--- src/rtl/msg_resp.sv ---
// OPB read-response framer: waits for the read ack (or times out) and streams the
// response frame into the TX FIFO. Define MSG_RESP_CHECKSUM_EN to insert an XOR checksum byte.
module msg_resp #(
    parameter logic [15:0] ACK_TIMEOUT = 16'd1000
) (
    input  logic        OPB_CLK,
    input  logic        OPB_RST,
    input  logic        RD_REQ,
    input  logic [31:0] RD_ADDR,
    input  logic [31:0] OPB_DI,
    input  logic        OPB_RD_ACK,
    output logic        TX_FIFO_WR,
    output logic [7:0]  TX_FIFO_DATA,
    input  logic        TX_FIFO_FULL,
    output logic        BUSY,
    output logic        RD_DROP,
    output logic        RESP_DONE
);

    typedef enum logic [1:0] {IDLE, WAIT_ACK, SEND, DONE} state_t;

`ifdef MSG_RESP_CHECKSUM_EN
    localparam logic [3:0] LAST_IDX = 4'd10;
`else
    localparam logic [3:0] LAST_IDX = 4'd9;
`endif

    state_t      state_q, state_d;
    logic [3:0]  idx_q, idx_d;
    logic [15:0] cnt_q, cnt_d;
    logic [31:0] addr_q, addr_d;
    logic [31:0] data_q, data_d;
    logic [7:0]  hdr_q, hdr_d;
    logic        tx_wr;
    logic [7:0]  byte_sel;

`ifdef MSG_RESP_CHECKSUM_EN
    logic [7:0] chk;
    assign chk = addr_q[31:24] ^ addr_q[23:16] ^ addr_q[15:8] ^ addr_q[7:0]
               ^ data_q[31:24] ^ data_q[23:16] ^ data_q[15:8] ^ data_q[7:0];
`endif

    always_ff @(posedge OPB_CLK or posedge OPB_RST) begin
        if (OPB_RST) begin
            state_q <= IDLE;
            idx_q   <= 4'd0;
            cnt_q   <= 16'd0;
            addr_q  <= 32'd0;
            data_q  <= 32'd0;
            hdr_q   <= 8'd0;
        end else begin
            state_q <= state_d;
            idx_q   <= idx_d;
            cnt_q   <= cnt_d;
            addr_q  <= addr_d;
            data_q  <= data_d;
            hdr_q   <= hdr_d;
        end
    end

    always_comb begin
        state_d = state_q;
        idx_d   = idx_q;
        cnt_d   = cnt_q;
        addr_d  = addr_q;
        data_d  = data_q;
        hdr_d   = hdr_q;
        case (state_q)
            IDLE: begin
                if (RD_REQ) begin
                    addr_d  = RD_ADDR;
                    cnt_d   = 16'd0;
                    idx_d   = 4'd0;
                    state_d = WAIT_ACK;
                end
            end
            WAIT_ACK: begin
                cnt_d = (cnt_q == ACK_TIMEOUT) ? cnt_q : cnt_q + 16'd1;
                // A real ack always beats an expiring timeout in the same cycle
                if (OPB_RD_ACK) begin
                    data_d  = OPB_DI;
                    hdr_d   = 8'h5C;
                    state_d = SEND;
                end else if (cnt_q == ACK_TIMEOUT - 16'd1) begin
                    data_d  = 32'hDEADBEEF;
                    hdr_d   = 8'h5D;
                    state_d = SEND;
                end
            end
            SEND: begin
                if (tx_wr) begin
                    if (idx_q == LAST_IDX) begin
                        idx_d   = 4'd0;
                        state_d = DONE;
                    end else begin
                        idx_d = idx_q + 4'd1;
                    end
                end
            end
            DONE: state_d = IDLE;
            default: state_d = IDLE;
        endcase
    end

    always_comb begin
        tx_wr     = (state_q == SEND) && !TX_FIFO_FULL;
        BUSY      = (state_q != IDLE);
        RESP_DONE = (state_q == DONE);
        RD_DROP   = RD_REQ && (state_q != IDLE);
        byte_sel  = 8'h00;
        case (idx_q)
            4'd0: byte_sel = hdr_q;
            4'd1: byte_sel = addr_q[31:24];
            4'd2: byte_sel = addr_q[23:16];
            4'd3: byte_sel = addr_q[15:8];
            4'd4: byte_sel = addr_q[7:0];
            4'd5: byte_sel = data_q[31:24];
            4'd6: byte_sel = data_q[23:16];
            4'd7: byte_sel = data_q[15:8];
            4'd8: byte_sel = data_q[7:0];
`ifdef MSG_RESP_CHECKSUM_EN
            4'd9:  byte_sel = chk;
            4'd10: byte_sel = ~hdr_q;
`else
            4'd9: byte_sel = ~hdr_q;
`endif
            default: byte_sel = 8'h00;
        endcase
    end

    assign TX_FIFO_WR   = tx_wr;
    assign TX_FIFO_DATA = byte_sel;

endmodule
--- config.mk ---
export PLATFORM = sky130hd
export DESIGN_NAME = msg_resp
export DESIGN_NICKNAME = d
export VERILOG_FILES = /design/src/rtl/msg_resp.sv
export SDC_FILE = /design/constraint.sdc
export NUM_CORES = 1
export LEC_CHECK = 0
export ABC_AREA = 1
export CELL_PAD_IN_SITES_DETAIL_PLACEMENT = 2
export CELL_PAD_IN_SITES_GLOBAL_PLACEMENT = 2
export CORE_ASPECT_RATIO = 1.4
export CORE_MARGIN = 1
export CORE_UTILIZATION = 34
export DETAILED_ROUTE_END_ITERATION = 12
export GPL_ROUTABILITY_DRIVEN = 0
export PLACE_DENSITY = 0.94
export SYNTH_ARGS = -nofsm -noshare
export SYNTH_HDL_FRONTEND = slang
export SYNTH_SLANG_ARGS = --single-unit
--- constraint.sdc ---
create_clock -name OPB_CLK -period 8.7 [get_ports OPB_CLK]
set_clock_uncertainty 0.1 [all_clocks]
set_input_delay 1.305 -clock OPB_CLK [delete_from_list [all_inputs] [get_ports OPB_CLK]]
set_output_delay 1.305 -clock OPB_CLK [all_outputs]
set_load 0.01 [all_outputs]
==> reports/qor.yml <==
status: "finished, final reports clean"
worstPathCellList: "inv_1 > nand2_1 > nor3_2 > nand2_1 > nand2_1 > nor2_1 > nand3_1 > clkdlybuf4s50_1"
clk_latency_ns: 0.35
clockBufferDepth: 2
cts_tree: "yes"
slew-limit-headroom_pct: 38.7
dieArea_sq_um: 14100
cts_buffers: 9
yosysWarnings: 0
syn_nets: 640
post-route-min-period_ns: 4.02
antenna_found_initial: 0
synth_compound_area_share_pct: 9.96
endpoint_kind: "primary output"
routed.top_layer: "met4"
wl_per_cell_um: 21.6
diodes: 0
final_common_cell: "nand2_1"
path_max_fanout: 7
hold_violations: 0
pre_cts_ws_ns: 4.75
grt.overflow.total: 0
via_per_inst: 5.21
synth_top_family_by_area: "simple AND/OR/NAND/NOR gates"
drt-initial-drc-count: 97
grt_max_degree: 69
groute.usage.overall_pct: 26.9
routed_wl_um: 17900
placed_area_sq_um: 5580
max_stage_delay_ns: 0.54
cts-resized-gates: 0
period_share_pct: 46.2
final_cell_area_sq_um: 5910
cap_viol_max_count: 0
hold_buffers: 0
hold_start: "data_q[14]"
vdd_ir_drop_max_v: 0.000123
critPathArrivalTime_ns: 2.62
post_cts_buffers: 0
dp_hpwl_um: 12900
dp_cells: 813
p_int_mw: 1.15
drv_slew: 0
r2r_cells: 6
root_buffer: "clkbuf_16"
first_pass_iters: 4
htreeDepth: 3
crit_required_ns: 7.30
die_w_um: 101
reg2reg_from: "state_q[1]"
critPathMostFrequentCell: "nand2_1"
synthXorXnorAreaFrac_pct: 0.754
synth_cells: 565
row_count: 50
clock-sinks: 88
wl_met2_um: 10100
synthSimpleGateAreaFrac_pct: 26.7
final_nets: 717
p_seq_share_pct: 36.5
synth_cell_types: 34
dr_wl_met3_um: 470
area_growth_pct: 27.2
worstSetupStartpointType: "flip-flop"
muxShareOfSynthArea_pct: 6.54
r2r-end: "data_q[3]"
leakage_nw: 2.67
min_delay_worst_endpoint: "data_q[14]"
setup_ws_ns: 4.68
pwr-share-clk_pct: 22.9
drc: 0
final_cell_mix: "148 x nand2_1, 88 x dfrtp_1, 80 x clkdlybuf4s50_1, 64 x nor2_1, 48 x inv_1"
p_comb_share_pct: 40.6
grt_pass1_vias: 5041
synth_area_sq_um: 4650
async_flop_share_pct: 100
ios: 81
wirelength_met1_um: 6470
start_util_pct: 34.7
p_total_mw: 1.90
hold_depth: 2
die_h_um: 140
synthAdderAreaFrac_pct: 1.62
portBuffers: 80
fp.coreArea_sq_um: 13400
synth_edf_count: 0
synthFlopType: "dfrtp_1"
setup_viol: 0
cp_slowest_cell: "nor3_2"
swShare_pct: 39.7
hp-class: "flip-flop to flip-flop"
synth_sequential_area_ratio_pct: 47.4
ys_ff_latch: 88
syn-mean-instance-area_sq_um: 8.23
ant_nets: 0
tightest_slew_ns: 0.920
clkSlewWorstSetupHoldPaths_ns: 0.07
grt_pass1_wl_um: 28100
timing.fmax_ghz: 0.249
stdcell_count: 829
path_class: "flip-flop to primary output"
rrSetupSlack_ns: 6.29
rsz0062_at_grt: "false"
vias: 4321
final_layout_size_suffix_gt1_share_pct: 13.0
power_density_nw_per_um2: 321
setup_tns_ns: 0
switchingPower_uw: 755
==> how the worst max path moves through the flow <==
stage	start	endpoint	slack (ns)	cells past startpoint
finish	idx_q[0]	TX_FIFO_DATA[4]	4.68	8
global route	idx_q[0]	TX_FIFO_DATA[4]	4.51	8
CTS	idx_q[0]	TX_FIFO_DATA[4]	4.68	8
detailed placement	OPB_RD_ACK	data_q[30]	4.75	6
global placement	RD_REQ	RD_DROP	4.82	4
floorplan	OPB_RST	addr_q[0]	5.02	1
==> Yosys cell counts (all sizes together) (6+ instances only) <==
master | number | share of area (%)
nand2 | 156 | 13
dfrtp | 88 | 47
nor2 | 71 | 6.2
inv | 53 | 4.4
o21ai | 39 | 5.5
nand3 | 33 | 3.6
a21oi | 31 | 3.3
mux2 | 27 | 6.5
nor3 | 19 | 2.2
buf | 10 | 1.9
nand4 | 9 | 1.2
clkbuf | 6 | 0.48
ha | 6 | 1.6
==> cells by family after synthesis <==
kind of cell,Yosys count
adder cells (fa/ha/maj),6
flip-flops,88
AO/OA/AOI/OAI,77
AND/OR/NAND/NOR,291
XOR/XNOR,4
buffers and inverters,72
multiplexers,27
==> worst max-delay path, delay by kind of cell, from the launching register on <==
family	cells	cell delay [ns]
buf+inv	2	0.66
flops	1	0.43
simple gates	6	1.19
==> power by group through the flow <==
stage          Clock, mW  Sequential (mW)  Combinational, mW
2_1_floorplan          0            0.640              0.498
3_3_place_gp           0            0.662              0.689
3_5_place_dp           0            0.690              0.757
4_1_cts            0.442            0.693              0.787
5_1_grt            0.452            0.705              0.843
6_report           0.434            0.693              0.772
==> registers in the layout, indices dropped and copies added (netlist names) <==
register  cells
hdr_q         2
data_q       32
state_q       2
cnt_q        16
idx_q         4
addr_q       32
==> layout make-up <==
type,instances,area (sq um)
Timing Repair Buffer,82,816
Multi-Input combinational cell,405,2120
Tap cell,182,228
Inverter,56,216
Clock inverter,5,78.8
Clock buffer,11,253
Fill cell,1520,7480
Sequential cell,88,2200
==> metal layers <==
layer	vias to the layer above	global-route usage (%)
met4	0	15.3
met5	-	0
met3	46	2.69
met1	2186	28.0
met2	104	51.2
li1	1985	-
==> per-stage QoR <==
stage	utilization, %	hold slack (ns)
after floorplan	-	0.342
after global placement	41.7	0.358
after detailed placement	41.7	0.372
after CTS	44.2	0.401
after global routing	44.2	0.426
final	44.2	0.394
(Power assumes the default switching activity.)
